==> src/rtl/ysyx_22040759_rf_warb_pkg.sv <==
// Shared definitions for the register-file write arbiter.
//   - ws_to_rf_bus field offsets: [69] wen, [68:64] waddr, [63:0] wdata
//   - register file geometry
//   - arbiter FSM state encoding (also exported on the debug port)
package ysyx_22040759_rf_warb_pkg;

  localparam int RF_ADDR_W   = 5;
  localparam int RF_DATA_W   = 64;

  localparam int WS_BUS_W    = 70;
  localparam int WS_WEN_BIT  = 69;
  localparam int WS_WADDR_HI = 68;
  localparam int WS_WADDR_LO = 64;
  localparam int WS_WDATA_HI = 63;
  localparam int WS_WDATA_LO = 0;

  // IDLE : buffer empty, WB passes straight through
  // HOLD : buffer full, WB keeps priority while the starve counter runs
  // FORCE: buffer full and starved too long, WB is stalled for one cycle
  typedef enum logic [1:0] {
    ST_IDLE  = 2'd0,
    ST_HOLD  = 2'd1,
    ST_FORCE = 2'd2
  } warb_state_t;

endpackage

==> src/rtl/ysyx_22040759_rf_wbuf.sv <==
// Single-entry holding buffer for mul/div results.
//   clk, rst          : clock, synchronous active-high reset
//   push_valid/ready  : producer handshake; ready is !buf_valid straight from a flop
//   push_rd/push_data : destination register and result
//   pop               : consumer drained the entry this cycle
//   buf_rd/buf_data   : current buffered entry (meaningful while push_ready is 0)
// Handshake: a transfer happens on a rising edge where push_valid && push_ready.
// A result aimed at x0 completes the handshake but is dropped.
module ysyx_22040759_rf_wbuf
  import ysyx_22040759_rf_warb_pkg::*;
(
  input  logic                 clk,
  input  logic                 rst,
  input  logic                 push_valid,
  output logic                 push_ready,
  input  logic [RF_ADDR_W-1:0] push_rd,
  input  logic [RF_DATA_W-1:0] push_data,
  input  logic                 pop,
  output logic [RF_ADDR_W-1:0] buf_rd,
  output logic [RF_DATA_W-1:0] buf_data
);

  logic buf_valid;

  always_ff @(posedge clk) begin
    if (rst) begin
      buf_valid <= 1'b0;
      buf_rd    <= '0;
      buf_data  <= '0;
    end else if (pop) begin
      buf_valid <= 1'b0;
    end else if (push_valid && push_ready && (push_rd != '0)) begin
      buf_valid <= 1'b1;
      buf_rd    <= push_rd;
      buf_data  <= push_data;
    end
  end

  // Pop and push never coincide: pop only happens while full, when ready is 0.
  assign push_ready = !buf_valid;

endmodule

==> src/rtl/ysyx_22040759_rf_warb.sv <==
// Register-file write-port arbiter between the WB stage and the mul/div unit.
//   clk, rst        : clock, synchronous active-high reset
//   ws_to_rf_bus    : WB write request {wen, waddr[4:0], wdata[63:0]}
//   md_valid/ready  : mul/div result handshake (ready is registered)
//   md_rd/md_result : mul/div destination and value
//   ws_stall        : asks WB to hold its current write for a cycle
//   rf_wen/waddr/wdata : register file write port
//   dbg_state       : current arbiter state
// WB normally wins the port. A buffered mul/div result drains on any cycle WB
// does not write; after STARVE_MAX consecutive losses WB is stalled once so the
// buffer is guaranteed to drain.
module ysyx_22040759_rf_warb
  import ysyx_22040759_rf_warb_pkg::*;
#(
  parameter int STARVE_MAX = 4
) (
  input  logic                 clk,
  input  logic                 rst,
  input  logic [WS_BUS_W-1:0]  ws_to_rf_bus,
  input  logic                 md_valid,
  input  logic [RF_ADDR_W-1:0] md_rd,
  input  logic [RF_DATA_W-1:0] md_result,
  output logic                 md_ready,
  output logic                 ws_stall,
  output logic                 rf_wen,
  output logic [RF_ADDR_W-1:0] rf_waddr,
  output logic [RF_DATA_W-1:0] rf_wdata,
  output warb_state_t          dbg_state
);

  localparam int CNT_W = (STARVE_MAX < 1) ? 1 : $clog2(STARVE_MAX + 1);
  localparam logic [CNT_W-1:0] CNT_MAX = CNT_W'(STARVE_MAX);

  warb_state_t state, state_nxt, cur;
  logic [CNT_W-1:0] cnt, cnt_nxt;

  logic                 buf_pop;
  logic [RF_ADDR_W-1:0] buf_rd;
  logic [RF_DATA_W-1:0] buf_data;

  logic                 ws_wen;
  logic [RF_ADDR_W-1:0] ws_waddr;
  logic [RF_DATA_W-1:0] ws_wdata;
  logic                 sel_wen;
  logic [RF_ADDR_W-1:0] sel_addr;
  logic [RF_DATA_W-1:0] sel_data;

  assign ws_wen   = ws_to_rf_bus[WS_WEN_BIT];
  assign ws_waddr = ws_to_rf_bus[WS_WADDR_HI:WS_WADDR_LO];
  assign ws_wdata = ws_to_rf_bus[WS_WDATA_HI:WS_WDATA_LO];

  ysyx_22040759_rf_wbuf u_wbuf (
    .clk        (clk),
    .rst        (rst),
    .push_valid (md_valid),
    .push_ready (md_ready),
    .push_rd    (md_rd),
    .push_data  (md_result),
    .pop        (buf_pop),
    .buf_rd     (buf_rd),
    .buf_data   (buf_data)
  );

  always_ff @(posedge clk) begin
    if (rst) begin
      state <= ST_IDLE;
      cnt   <= '0;
    end else begin
      state <= state_nxt;
      cnt   <= cnt_nxt;
    end
  end

  // While reset is held the port behaves as IDLE so a buffered result is
  // discarded instead of being written during the reset cycle.
  assign cur = rst ? ST_IDLE : state;

  always_comb begin
    state_nxt = state;
    cnt_nxt   = cnt;
    buf_pop   = 1'b0;
    ws_stall  = 1'b0;
    sel_wen   = ws_wen;
    sel_addr  = ws_waddr;
    sel_data  = ws_wdata;
    case (cur)
      ST_IDLE: begin
        cnt_nxt = '0;
        if (md_valid && md_ready && (md_rd != '0))
          state_nxt = (STARVE_MAX < 1) ? ST_FORCE : ST_HOLD;
      end
      ST_HOLD: begin
        if (ws_wen) begin
          cnt_nxt = (cnt == CNT_MAX) ? cnt : cnt + CNT_W'(1);
          if (cnt_nxt == CNT_MAX)
            state_nxt = ST_FORCE;
        end else begin
          sel_wen   = 1'b1;
          sel_addr  = buf_rd;
          sel_data  = buf_data;
          buf_pop   = 1'b1;
          cnt_nxt   = '0;
          state_nxt = ST_IDLE;
        end
      end
      ST_FORCE: begin
        // WB write is dropped this cycle; the stall makes WB replay it next cycle.
        ws_stall  = 1'b1;
        sel_wen   = 1'b1;
        sel_addr  = buf_rd;
        sel_data  = buf_data;
        buf_pop   = 1'b1;
        cnt_nxt   = '0;
        state_nxt = ST_IDLE;
      end
      default: begin
        state_nxt = ST_IDLE;
        cnt_nxt   = '0;
      end
    endcase
  end

  // x0 is hardwired zero: never raise a write towards it.
  assign rf_wen    = sel_wen && (sel_addr != '0);
  assign rf_waddr  = sel_addr;
  assign rf_wdata  = sel_data;
  assign dbg_state = state;

endmodule

==> config.mk <==
export PLATFORM = sky130hd
export DESIGN_NAME = ysyx_22040759_rf_warb
export DESIGN_NICKNAME = d
export VERILOG_FILES = /design/src/rtl/ysyx_22040759_rf_warb_pkg.sv /design/src/rtl/ysyx_22040759_rf_wbuf.sv /design/src/rtl/ysyx_22040759_rf_warb.sv
export SDC_FILE = /design/constraint.sdc
export NUM_CORES = 1
export LEC_CHECK = 0
export CAP_MARGIN = 20
export CORE_MARGIN = 1.5
export CORE_UTILIZATION = 39
export CTS_CLUSTER_SIZE = 12
export DETAILED_ROUTE_END_ITERATION = 7
export GPL_TIMING_DRIVEN = 0
export PLACE_DENSITY = 0.77
export SYNTH_ARGS = -nofsm -noshare
export SYNTH_HDL_FRONTEND = slang
export SYNTH_HIERARCHICAL = 1
export SYNTH_SLANG_ARGS = --single-unit
export TNS_END_PERCENT = 30
==> constraint.sdc <==
create_clock -name clk -period 6.1 [get_ports clk]
set_input_delay 1.83 -clock clk [delete_from_list [all_inputs] [get_ports clk]]
set_output_delay 1.83 -clock clk [all_outputs]
set_load 0.05 [all_outputs]
==> key figures <==
Synthesis
  • Ranking of synthesized cells by area: dfxtp_1 36%, nand2b_1 21%, mux2i_1 17%
  • Synthesized Nets: 589
  • Syn Inst Count: around 440
  • Synth warn: 6
  • Synthesized area per cell: between 9 and 10 um2
  • Post-synth ARST share: 0%
  • Primary FF master, synth: dfxtp_1
  • Mapped Area: 0.00418 mm2
  • EDFF count, synth: 0
  • Synth top area share: 35.9%
  • Biggest area consumer among synthesized cells: dfxtp_1
  • Register area share after synthesis: a little over a third
  • Yosys reg bits: 75
  • Yosys cell types: 34

Pwr
  • Power Internal: 1.02 mW
  • Leak pwr: between 2 and 3 nW
  • Sequential Power Share: 34.2%
  • Clock Power Share: 25.7%
  • Final Power: 1.60 mW
  • Sw power: 0.580 mW
  • VDD IR-drop max: 127 uV
  • Comb power frac: 40.1%
  • Sw Share: 36.3%
  • PwrDens: 238 mW/mm2

Place
  • Buffers on Ports: 215
  • Post-DP Area: 0.00650 mm2
  • Pre-CTS WS: -0.967 ns
  • Placed cell count: between 700 and 800
  • RD Place Congestion: 0.799
  • Final HPWL DP: between 10 and 15 mm

STA
  • Crit share post-route: 94.3%
  • Post-route minimum period: 5.75 ns
  • Slew Viols, Final: 0
  • Final WS setup: 0.348 ns
  • Final setup vio count: 0
  • Fin Setup TNS: 0 ns
  • Hold Slack: 0.475 ns
  • RSZ-0062 raised after global routing: false
  • Worst Clk Skew: 0.0112 ns
  • Slew Limit Headroom: 64.2%
  • Final Hold Fails: 0
  • Worst Max-Slew Pin Slew: ~0.54 ns
  • Achievable Freq: 174 MHz

Global route
  • Met3 GRT Util: under 10%
  • GR Util met1: 29.2%
  • GR peak layer: met2
  • M2 GR Usage: between 40% and 50%
  • Largest net degree at the start of global routing: 13
  • Remaining global-route overflow: 0
  • Number of global-route vias before repair: 4269
  • Global-route wire length before repair: around 21 mm
  • GRT Util Overall: 23.4%
  • Initial antenna violation count: 0

Cells and area
  • Area Growth Syn to Fin: 60.6%
  • Fraction of layout cells with a size suffix above 1: 10.7%
  • Core Util, Final: about two thirds
  • Final net count: between 800 and 900
  • Most frequent cells in the layout: 144 x clkdlybuf4s50_1, 142 x nand2b_1, 75 x dfxtp_1
  • Number of diodes: 0
  • Commonest non-fill, non-tap cell in the layout: clkdlybuf4s50_1
  • Final instance area: between 0.006 and 0.007 mm2
  • Final std cells w/o fill: 807

Route
  • Drt total wl: 13.1 mm
  • Residual DRC: 0
  • DR iter-0 viols: around 120
  • ANT nets after route: 0
  • Total number of vias: approximately 4000
  • Via density: around 5.0
  • Number of iterations in the first detailed-routing pass: 4
  • Routed len/inst: between 15 and 20 um

Worst setup path
  • Critical path startpoint: rst
  • Crit path required time: 4.27 ns
  • Worst r2r src: dbg_state[0]
  • Setup CP Type: in -> out
  • Reg2reg setup slack: 3.72 ns
  • Worst path arrival time: 3.92 ns
  • CP Capture Type: primary output
  • Startpoint types: input pin
  • CP Max Fanout: 11

Min path
  • Worst hold-check path type: reg -> reg
  • Hold Crit Start: u_wbuf/buf_data[7]

Run status
  • Run status: complete, no violations

Die
  • Die X: 107 um
  • Initial core utilization: 40.3%
  • Row Count: 37
  • IO Count: 216
  • Total die area: 0.0114 mm2
  • Die Y: 107 um
  • Core area: 0.0104 mm2

Clock network
  • Clock Path Buffers: 2
  • Clk_lat worst skew: 0.34 ns
  • H-tree Lvls: 3
  • # hold bufs at CTS: 0
  • CTS Buf Count: 9
  • CTS root buf: clkbuf_8
  • Sink Count: 75
  • Post-CTS setup buffers: 0
  • CTS tree: yes
  • Clock transition at path regs: 0.07 ns

Run
  • Max_cap viols: 0
-- timing repair --
action,in CTS,in global routing
pin swaps,0,0
setup endpoints to repair,70,32
gates resized for setup,146,4
-- worst max-delay path, stage by stage --
cell	delay, ns
clkbuf_2	0.17
nand2b_1	0.22
ha_1	0.38
a21o_2	0.22
buf_4	0.23
buf_2	0.29
a22o_1	0.20
clkdlybuf4s15_2	0.38
-- cells by family after synthesis --
| family | Yosys count | share of synthesized area [%] |
|---|---|---|
| multiplexers | 69 | 16.5 |
| AND/OR/NAND/NOR | 158 | 23.5 |
| AO/OA/AOI/OAI | 85 | 17.3 |
| buffers and inverters | 50 | 5.33 |
| flip-flops | 75 | 35.9 |
| adder cells (fa/ha/maj) | 5 | 1.50 |
-- final cells by class --
cell class	count	area, um2
fill	890	3660
multi-input combinational	317	2460
timing repair buffer	215	2140
sequential	75	1500
buffer	37	189
tap	136	170
clock buffer	10	128
clock inverter	5	78.8
inverter	12	45.0
-- cell usage after synthesis (2+ instances only) --
library cell	n
a21oi_1	3
mux2i_1	69
buf_2	10
o21ai_0	2
clkbuf_1	24
buf_6	3
nand2b_1	142
a211oi_1	3
inv_1	12
nor3_1	2
ha_1	5
a22oi_1	3
or4_1	2
nand2_1	2
dfxtp_1	75
a21o_1	2
nor2_1	3
a22o_1	64
-- registers in the layout (all words and copies together) (netlist names) --
name and count:
u_wbuf/buf_rd 5, u_wbuf/buf_data 64, dbg_state 2, cnt 3
u_wbuf/buf_valid 1
-- routing by layer --
metal,part of all wire [%],vias to the layer above
met3,4.5,14
met1,44,1905
met4,1.6,0
li1,-,1990
met5,0,-
met2,50,114
-- power by group through the flow --
stage / clock network [mW] / logic [mW] / registers (mW)
2_1_floorplan: 0 / 0.411 / 0.557
3_3_place_gp: 0 / 0.661 / 0.557
3_5_place_dp: 0 / 0.668 / 0.557
4_1_cts: 0.423 / 0.642 / 0.547
5_1_grt: 0.444 / 0.674 / 0.551
6_report: 0.411 / 0.640 / 0.547
-- worst paths after layout --
check / end / cells past startpoint
setup / recovery: rf_wdata[24] / 8
hold / removal: u_wbuf/buf_data[7] / 2
setup reg to reg: u_wbuf/buf_data[3] / 12
hold reg to reg: u_wbuf/buf_data[7] / 2
Note: power is estimated with default switching activity, not from simulation.
